$ cat src/rtl/universal_shift_reg_if.sv
// Bus bundle for universal_shift_reg: mode/data/serial inputs from the
// datapath, register contents and serializer status back to it.
interface universal_shift_reg_if #(
  parameter int WIDTH = 8
);
  logic [2:0]       mode;
  logic [WIDTH-1:0] parallel_in;
  logic             serial_in_left;
  logic             serial_in_right;
  logic             start;
  logic [WIDTH-1:0] parallel_out;
  logic             serial_out_left;
  logic             serial_out_right;
  logic             busy;
  logic             done;

  modport master (
    output mode, parallel_in, serial_in_left, serial_in_right, start,
    input  parallel_out, serial_out_left, serial_out_right, busy, done
  );

  modport slave (
    input  mode, parallel_in, serial_in_left, serial_in_right, start,
    output parallel_out, serial_out_left, serial_out_right, busy, done
  );
endinterface

$ cat src/rtl/universal_shift_reg.sv
// WIDTH-bit universal shift register with eight mode operations and an
// auto-serializer that streams a loaded word out one bit per clock.
module universal_shift_reg #(
  parameter int WIDTH     = 8,
  parameter bit LSB_FIRST = 1'b1
) (
  input  logic                  clock,
  input  logic                  reset,
  universal_shift_reg_if.slave  bus
);
  localparam int CW = (WIDTH > 2) ? $clog2(WIDTH) : 1;

  localparam logic [0:0] ST_IDLE  = 1'b0;
  localparam logic [0:0] ST_SHIFT = 1'b1;

  localparam logic [2:0] MODE_HOLD = 3'b000;
  localparam logic [2:0] MODE_LOAD = 3'b001;
  localparam logic [2:0] MODE_SHR  = 3'b010;
  localparam logic [2:0] MODE_SHL  = 3'b011;
  localparam logic [2:0] MODE_ROR  = 3'b100;
  localparam logic [2:0] MODE_ROL  = 3'b101;
  localparam logic [2:0] MODE_ASR  = 3'b110;
  localparam logic [2:0] MODE_CLR  = 3'b111;

  logic [WIDTH-1:0] reg_q,   reg_d;
  logic [0:0]       state_q, state_d;
  logic [CW-1:0]    count_q, count_d;
  logic             busy_q,  busy_d;
  logic             done_q,  done_d;

  // Next-state logic: start wins over mode while idle; the shift phase ignores both.
  always_comb begin
    reg_d   = reg_q;
    state_d = state_q;
    count_d = count_q;
    busy_d  = busy_q;
    done_d  = 1'b0;
    case (state_q)
      ST_IDLE: begin
        if (bus.start) begin
          reg_d   = bus.parallel_in;
          count_d = CW'(WIDTH - 1);
          busy_d  = 1'b1;
          state_d = ST_SHIFT;
        end else begin
          case (bus.mode)
            MODE_HOLD: reg_d = reg_q;
            MODE_LOAD: reg_d = bus.parallel_in;
            MODE_SHR:  reg_d = {bus.serial_in_left, reg_q[WIDTH-1:1]};
            MODE_SHL:  reg_d = {reg_q[WIDTH-2:0], bus.serial_in_right};
            MODE_ROR:  reg_d = {reg_q[0], reg_q[WIDTH-1:1]};
            MODE_ROL:  reg_d = {reg_q[WIDTH-2:0], reg_q[WIDTH-1]};
            MODE_ASR:  reg_d = {reg_q[WIDTH-1], reg_q[WIDTH-1:1]};
            MODE_CLR:  reg_d = {WIDTH{1'b0}};
            default:   reg_d = reg_q;
          endcase
        end
      end
      ST_SHIFT: begin
        // The last bit is already on the serial output, so the final cycle holds.
        if (count_q != {CW{1'b0}}) begin
          if (LSB_FIRST) begin
            reg_d = {bus.serial_in_left, reg_q[WIDTH-1:1]};
          end else begin
            reg_d = {reg_q[WIDTH-2:0], bus.serial_in_right};
          end
          count_d = count_q - CW'(1);
        end else begin
          busy_d  = 1'b0;
          done_d  = 1'b1;
          state_d = ST_IDLE;
        end
      end
      default: begin
        state_d = ST_IDLE;
        busy_d  = 1'b0;
      end
    endcase
  end

  // State registers with asynchronous active-low clear.
  always_ff @(posedge clock or negedge reset) begin
    if (!reset) begin
      reg_q   <= {WIDTH{1'b0}};
      state_q <= ST_IDLE;
      count_q <= {CW{1'b0}};
      busy_q  <= 1'b0;
      done_q  <= 1'b0;
    end else begin
      reg_q   <= reg_d;
      state_q <= state_d;
      count_q <= count_d;
      busy_q  <= busy_d;
      done_q  <= done_d;
    end
  end

  assign bus.parallel_out     = reg_q;
  assign bus.serial_out_left  = reg_q[WIDTH-1];
  assign bus.serial_out_right = reg_q[0];
  assign bus.busy             = busy_q;
  assign bus.done             = done_q;
endmodule

$ cat src/flat_wrapper.sv
// flat-port wrapper written by rule: the top's interface ports become plain ports
module universal_shift_reg_flat 
#(
  parameter int WIDTH     = 8,
  parameter bit LSB_FIRST = 1'b1
)
  (clock, reset, bus_mode, bus_parallel_in, bus_serial_in_left, bus_serial_in_right, bus_start, bus_parallel_out, bus_serial_out_left, bus_serial_out_right, bus_busy, bus_done);
  universal_shift_reg_if #(.WIDTH(WIDTH)) bus_i ();
  input  logic clock;
  input  logic reset;
  input wire logic [$bits(bus_i.mode)-1:0] bus_mode;
  input wire logic [$bits(bus_i.parallel_in)-1:0] bus_parallel_in;
  input wire logic [$bits(bus_i.serial_in_left)-1:0] bus_serial_in_left;
  input wire logic [$bits(bus_i.serial_in_right)-1:0] bus_serial_in_right;
  input wire logic [$bits(bus_i.start)-1:0] bus_start;
  output wire logic [$bits(bus_i.parallel_out)-1:0] bus_parallel_out;
  output wire logic [$bits(bus_i.serial_out_left)-1:0] bus_serial_out_left;
  output wire logic [$bits(bus_i.serial_out_right)-1:0] bus_serial_out_right;
  output wire logic [$bits(bus_i.busy)-1:0] bus_busy;
  output wire logic [$bits(bus_i.done)-1:0] bus_done;
  assign bus_i.mode = bus_mode;
  assign bus_i.parallel_in = bus_parallel_in;
  assign bus_i.serial_in_left = bus_serial_in_left;
  assign bus_i.serial_in_right = bus_serial_in_right;
  assign bus_i.start = bus_start;
  assign bus_parallel_out = bus_i.parallel_out;
  assign bus_serial_out_left = bus_i.serial_out_left;
  assign bus_serial_out_right = bus_i.serial_out_right;
  assign bus_busy = bus_i.busy;
  assign bus_done = bus_i.done;
  universal_shift_reg #(.WIDTH(WIDTH), .LSB_FIRST(LSB_FIRST)) u_core (.clock(clock), .reset(reset), .bus(bus_i));
endmodule
$ cat config.mk
export PLATFORM = sky130hd
export DESIGN_NAME = universal_shift_reg_flat
export DESIGN_NICKNAME = d
export VERILOG_FILES = /design/src/rtl/universal_shift_reg_if.sv /design/src/rtl/universal_shift_reg.sv /design/src/flat_wrapper.sv
export SDC_FILE = /design/constraint.sdc
export NUM_CORES = 1
export LEC_CHECK = 0
export BUFFER_PORTS_ARGS = -buffer_cell sky130_fd_sc_hd__buf_4
export CORE_MARGIN = 1
export CORE_UTILIZATION = 55
export DETAILED_ROUTE_END_ITERATION = 10
export PLACE_DENSITY = 0.9
export RECOVER_POWER = 25
export SLEW_MARGIN = 20
export SYNTH_ARGS = -nofsm -noshare
export SYNTH_HDL_FRONTEND = slang
export SYNTH_SLANG_ARGS = --single-unit
$ cat constraint.sdc
create_clock -name clock -period 4.1 [get_ports clock]
set_clock_uncertainty 0.05 [all_clocks]
set_input_delay 0.82 -clock clock [delete_from_list [all_inputs] [get_ports clock]]
set_output_delay 0.82 -clock clock [all_outputs]
set_load 0.01 [all_outputs]
==> flow_metrics.py, run 1 <==
metrics = {
    "yosys": {
        "synth_top_cell_area_share": 0.349,
        "synth.avg_cell_area_um2": 8.96,
        "yosys-top-cells-area": "dfrtp_1 (35%), a211oi_1 (5.2%), nor2_1 (5.2%)",
        "syn_inst": 112,
        "yosys.area_share.simple": 0.185,
        "yosys.area_share.adder": 0.0249,
        "synth_top_family_by_area": "compound AO/OA/AOI/OAI gates",
        "yosys_warnings": 0,
        "seq_area_frac_synth": 0.349,
        "synth_cell_type_count": 35,
        "synth_compound_area_frac": 0.300,
        "synth_nets": 130,
        "synth-seq-cells": 14,
        "synth_area_mm2": 0.00100,
        "synth_area_leader_cell": "dfrtp_1",
        "synthFlopType": "dfrtp_1",
        "yosys-top-cells-count": "dfrtp_1 (14), nor2_1 (14), nand2_1 (8), a211oi_1 (7)",
        "synthMuxAreaShare": 0.0312,
        "synthXorXnorAreaFrac": 0.0175,
        "async_reset_ff_frac": 1.00,
        "synth-edff-count": 0,
    },
    "cells_and_area": {
        "fillers": 136,
        "fin_nets": 151,
        "antenna_cells": 0,
        "layout-drive-gt1-share": 0.267,
        "area_growth_pct": 17.8,
        "stdcell_count": 156,
        "postLayoutCoreUtil": 0.685,
    },
    "setup_path": {
        "cp_cell_sequence": "and3b_1, a21oi_4, o311ai_1, o21a_1",
        "critical_path_class": "reg -> reg",
        "cp.arrival_ns": 1.98,
        "cpPeakStageDelay_ns": 0.64,
        "start_kind": "register",
        "cp_slowest_cell": "dfrtp_1",
        "required_ns": 4.23,
        "worst_setup_path_end_kind": "register",
        "worstPathMaxFanout": 22,
    },
    "power_and_ir_drop": {
        "power.leakage_nw": 0.536,
        "irDropWorstVdd_mv": 0.376,
        "powerDensity_mw_per_mm2": 655,
    },
    "die": {
        "initial_core_util": 0.581,
        "die_h_um": 44.7,
        "ioPinCount": 28,
        "core_region_area_mm2": 0.00173,
        "fp.dieW_um": 44.7,
        "dieArea_mm2": 0.00200,
        "rows": 15,
    },
    "timing": {
        "relSlewSlack": 0.467,
        "slew_viol_final": 0,
        "hold_viol": 0,
        "worst_slew_pin_slew_ns": 0.800,
        "setup_violations": 0,
        "period_needed_ns": 1.85,
        "fmax_mhz": 541,
        "rsz0062_at_grt": "no",
        "post-route-period-util": 0.451,
        "tns_ns": 0,
    },
    "place": {
        "dp_hpwl_mm": 1.56,
        "dpl.cell_count": 153,
        "place_congestion": 0.817,
        "io_buffers": 27,
    },
    "clock_tree": {
        "htree_levels": 1,
        "clkTransAtPathRegs_ns": 0.08,
        "clock-sinks": 14,
        "clock_latency_ns": 0.28,
        "cts-root-buf": "clkbuf_4",
        "hold_buffers": 0,
        "cts_buffers": 3,
        "cts_resized": 0,
        "cts_setup_buffers": 0,
        "cts_tree": "built",
        "clockBufferDepth": 2,
    },
    "outcome": {
        "status": "finished clean",
    },
    "global_routing": {
        "grt_pass1_vias": 787,
        "grtUsageTotal": 0.244,
        "grt_overflow": 0,
        "grt_pass1_wl_mm": 3.58,
        "antenna_found_initial": 0,
        "grt_max_degree": 23,
    },
    "route": {
        "drc": 0,
        "postRouteAntennaNets": 0,
        "drt_iter0_markers": 17,
        "drt-total-wl_mm": 2.20,
        "routed_via_density": 5.77,
        "detail_route.first_pass.iterations": 6,
        "wl_per_cell_um": 14.1,
        "vias": 900,
    },
    "worst_hold_path": {
        "hold_class": "reg -> reg",
    },
    "job": {
        "cap_viol_max_count": 0,
    },
}
[final timing paths]
kind | endpoint | cells after the start | start | slack, ns
setup / recovery | u_core.bus.parallel_out[6] | 4 | u_core.state_q | 2.25
hold / removal | u_core.bus.busy | 2 | u_core.bus.busy | 0.48
setup reg to reg | u_core.bus.parallel_out[6] | 4 | u_core.state_q | 2.25
hold reg to reg | u_core.bus.busy | 2 | u_core.bus.busy | 0.48
max in group asynchronous | u_core.bus.parallel_out[6] | 1 | reset | 2.97
min in group asynchronous | u_core.bus.parallel_out[2] | 1 | reset | 0.54
[layout by cell type (no fill, tap or decap), types with 3 or more instances in the layout]
cell / synthesis / layout
buf_4: 3 / 26
nor2_1: 14 / 14
dfrtp_1: 14 / 14
nand2_1: 8 / 8
a211oi_1: 7 / 7
o2bb2ai_1: 6 / 6
o311ai_1: 6 / 6
o21a_1: 6 / 6
inv_1: 4 / 4
a21oi_1: 4 / 4
a31oi_1: 3 / 3
and2b_1: 3 / 3
clkbuf_4: 0 / 3
[per-layer routing]
layer	vias up	global-route usage	wire length [µm]
met5	-	0	0
met4	0	0.109	37
met3	5	0.0240	100
met2	26	0.365	1100
met1	424	0.358	960
li1	445	-	-
[kinds of logic (layout without fill, tap and decap cells)]
group                    Yosys count  after routing
multiplexers                       3              3
buffers and inverters             16             35
AO/OA/AOI/OAI                     39             39
AND/OR/NAND/NOR                   36             36
adder cells (fa/ha/maj)            2              2
flip-flops                        14             14
XOR/XNOR                           2              2
[critical path: cells and delay by family (launching register included)]
kind	cells	cell delay, ns
simple gates	1	0.39
flops	1	0.64
compound gates	3	0.66
[stage by stage]
step	setup WS, ns	power [mW]	instance area (µm²)	hold WS [ns]
2_1_floorplan	2.38	0.562	1000	0.469
6_report	2.25	0.774	1180	0.484
4_1_cts	2.27	0.780	1190	0.327
5_1_grt	2.09	0.843	1180	0.486
3_3_place_gp	2.11	0.680	1160	0.450
3_5_place_dp	2.08	0.700	1160	0.449
[state kept, by name, summed over array words and instances (netlist names)]
register                 cells
u_core.state_q               1
u_core.count_q               3
u_core.bus.done              1
u_core.bus.parallel_out      8
u_core.bus.busy              1
[cell type report]
class                           instances  area (µm²)  share of cell area
Multi-Input combinational cell         82         561               0.474
Sequential cell                        14         350               0.296
Timing Repair Buffer                   27         199               0.168
Tap cell                               25        31.3              0.0265
Clock buffer                            3        22.5              0.0190
Inverter                                5        18.8              0.0159
[power by group]
| part | total (mW) | internal [mW] | switching [mW] |
|---|---|---|---|
| Clock | 0.0797 | 0.0341 | 0.0456 |
| Combinational | 0.396 | 0.217 | 0.179 |
| Sequential | 0.299 | 0.207 | 0.0916 |
Note: power is estimated with default switching activity, not from simulation.
==> run 2: changes to the inputs <==
Settings changed: ABC_AREA set to 1, CORE_UTILIZATION 55 to 46, PLACE_DENSITY 0.9 to 0.82.
Clock period 4.1 ns to 1.49 ns, I/O delays scaled along.
==> flow_metrics.py, run 2 <==
metrics = {
    "setup_path": {
        "worstPathMaxFanout": 14,
        "cp_cell_sequence": "nor2_1, nand3_2, nand2_4, nor2_1, nand2_1, nand2_1",
        "timing.rr.end": "u_core.bus.parallel_out[2]",
        "r2r_setup_slack_ns": 0.12,
        "startpoint": "u_core.state_q",
        "path_delay_family": "simple AND/OR/NAND/NOR gates",
        "cp.arrival_ns": 1.50,
        "r2r_start": "u_core.state_q",
        "reg2reg_depth": 6,
        "cpPeakStageDelay_ns": 0.40,
        "critical_path_class": "reg -> reg",
        "cp_slowest_cell": "dfrtp_1",
        "worst_setup_path_end_kind": "register",
        "path_buf_inv": 0,
        "start_kind": "register",
        "worstSetupPathDepth": 6,
        "required_ns": 1.62,
    },
    "yosys": {
        "seq_area_frac_synth": 0.357,
        "synth.avg_cell_area_um2": 6.50,
        "synth_nets": 169,
        "synth-edff-count": 0,
        "synth-seq-cells": 14,
        "synth_top_cell_area_share": 0.357,
        "synth_area_um2": 981,
        "yosys-top-cells-count": "nand2_1 (65), nor2_1 (24), dfrtp_1 (14), a21oi_1 (10), inv_2 (7)",
        "yosys-top-cells-area": "dfrtp_1 (36%), nand2_1 (25%), nor2_1 (9.2%)",
        "synth_most_common_cell": "nand2_1",
        "synth_cell_type_count": 20,
        "synth_area_leader_cell": "dfrtp_1",
        "syn_inst": 151,
        "synthFlopType": "dfrtp_1",
        "yosys_warnings": 0,
        "async_reset_ff_frac": 1.00,
    },
    "place": {
        "placedInstanceArea_mm2": 0.00117,
        "dpl.cell_count": 200,
        "dp_hpwl_mm": 1.85,
        "io_buffers": 27,
        "place_congestion": 0.785,
    },
    "cells_and_area": {
        "mostFrequentLayoutCell": "nand2_1",
        "stdcell_count": 204,
        "stdcell_area_mm2": 0.00121,
        "layout-drive-gt1-share": 0.249,
        "area_growth_pct": 23.7,
        "fillers": 184,
        "regArea_um2": 350,
        "antenna_cells": 0,
        "fin_nets": 197,
        "layout_common_cells": "nand2_1 (65), buf_4 (27), nor2_1 (24), dfrtp_1 (14), a21oi_1 (10)",
        "largest_reg_flops": 8,
        "multi_input_area_um2": 549,
    },
    "worst_hold_path": {
        "hold_class": "in -> reg",
        "hold_path_end": "u_core.bus.parallel_out[7]",
        "worstHoldStart": "bus_parallel_in[7]",
        "holdPathStages": 5,
    },
    "route": {
        "drt-total-wl_mm": 2.42,
        "postRouteAntennaNets": 0,
        "drt_iter0_markers": 12,
        "drc": 0,
        "vias": 1052,
        "wl_per_cell_um": 11.9,
        "routed_via_density": 5.16,
        "detail_route.first_pass.iterations": 4,
    },
    "clock_tree": {
        "clock_latency_ns": 0.28,
        "clockBufferDepth": 2,
        "clock-sinks": 14,
        "cts-root-buf": "clkbuf_4",
        "cts_tree": "built",
        "cts_setup_buffers": 0,
        "cts_buffers": 3,
        "htree_levels": 1,
        "clkTransAtPathRegs_ns": 0.08,
    },
    "job": {
        "cap_viol_max_count": 0,
    },
    "die": {
        "initial_core_util": 0.495,
        "rows": 16,
        "ioPinCount": 28,
        "fp.dieW_um": 48.2,
        "die_h_um": 48.2,
        "dieArea_mm2": 0.00232,
        "core_region_area_mm2": 0.00198,
    },
    "global_routing": {
        "grtUsageTotal": 0.225,
        "grt_pass1_wl_mm": 3.64,
        "grt_overflow": 0,
        "grt_pass1_vias": 885,
        "grt_max_degree": 15,
        "antenna_found_initial": 0,
    },
    "timing": {
        "relSlewSlack": 0.511,
        "post-route-period-util": 0.919,
        "whs_ns": 0.287,
        "tns_ns": 0,
        "worst_slew_pin_slew_ns": 0.733,
        "slew_viol_final": 0,
        "setup_violations": 0,
        "period_needed_ns": 1.37,
        "fmax_mhz": 730,
        "rsz0062_at_grt": "yes",
        "hold_viol": 0,
    },
    "power_and_ir_drop": {
        "powerDensity_mw_per_mm2": 1840,
        "power.leakage_nw": 0.646,
        "finalPower_mw": 2.23,
        "irDropWorstVdd_mv": 1.27,
    },
    "outcome": {
        "status": "finished clean",
    },
}
-- run 2: cell types whose count changed in the layout (fill, tap and decap cells not counted), moves of 3 or more --
cell       previous run  this run
and2b_1               3         0
nand4_1               0         3
o21a_1                6         0
a31oi_1               3         0
o2bb2ai_1             6         0
a21oi_1               4        10
inv_2                 1         7
nor2_1               14        24
a211oi_1              7         0
o311ai_1              6         0
nand2_1               8        65
nand3_1               0         5
-- run 2: worst max-delay path by stage --
stage	to	slack, ns
after floorplan	u_core.bus.parallel_out[6]	0.22
after global placement	u_core.bus.parallel_out[4]	0.18
after detailed placement	u_core.bus.parallel_out[4]	0.11
after CTS	u_core.bus.parallel_out[4]	0.08
after global routing	u_core.bus.parallel_out[3]	-0.02
final	u_core.bus.parallel_out[2]	0.12
-- run 2: area by class of cell --
cell class | count | area share
Multi-Input combinational cell | 120 | 0.453
Sequential cell | 14 | 0.289
Timing Repair Buffer | 29 | 0.178
Inverter | 11 | 0.0340
Tap cell | 27 | 0.0278
Clock buffer | 3 | 0.0186
-- run 2: cells by family after synthesis --
family | count (synthesis) | synth area share
adder cells (fa/ha/maj) | 2 | 0.0255
XOR/XNOR | 1 | 0.00893
buffers and inverters | 17 | 0.0931
flip-flops | 14 | 0.357
AO/OA/AOI/OAI | 14 | 0.0829
AND/OR/NAND/NOR | 103 | 0.432
-- run 2: what timing repair did --
action | 4_1_cts | 5_1_grt
hold buffers | 1 | 0
resized for setup | 0 | 2
endpoints found under the hold margin | 14 | 0
endpoints found under the setup margin | 0 | 2
-- run 2: worst reg2reg max path: cells and delay by family, from the launching register on --
kind          cells  cell delay, ns
flops             1            0.40
simple gates      6            0.82
-- run 2: layer usage --
| metal | vias to the layer above | wire length (µm) | track usage |
|---|---|---|---|
| met5 | - | 0 | 0 |
| met4 | 0 | 29 | 0.0889 |
| met3 | 5 | 85 | 0.0259 |
| met2 | 32 | 1220 | 0.408 |
| met1 | 488 | 1080 | 0.270 |
| li1 | 527 | - | - |
-- run 2: per-stage QoR --
stage               worst slack (ns)  utilization
finish                         0.120        0.612
global route                 -0.0167        0.612
CTS                           0.0842        0.609
detailed placement             0.111        0.593
global placement               0.181        0.593
floorplan                      0.217            -
-- run 2: where the power goes --
group	internal [mW]	leakage (nW)	switching [mW]
sequential	0.578	0.163	0.228
clock	0.0939	0.0138	0.118
combinational	0.542	0.470	0.675
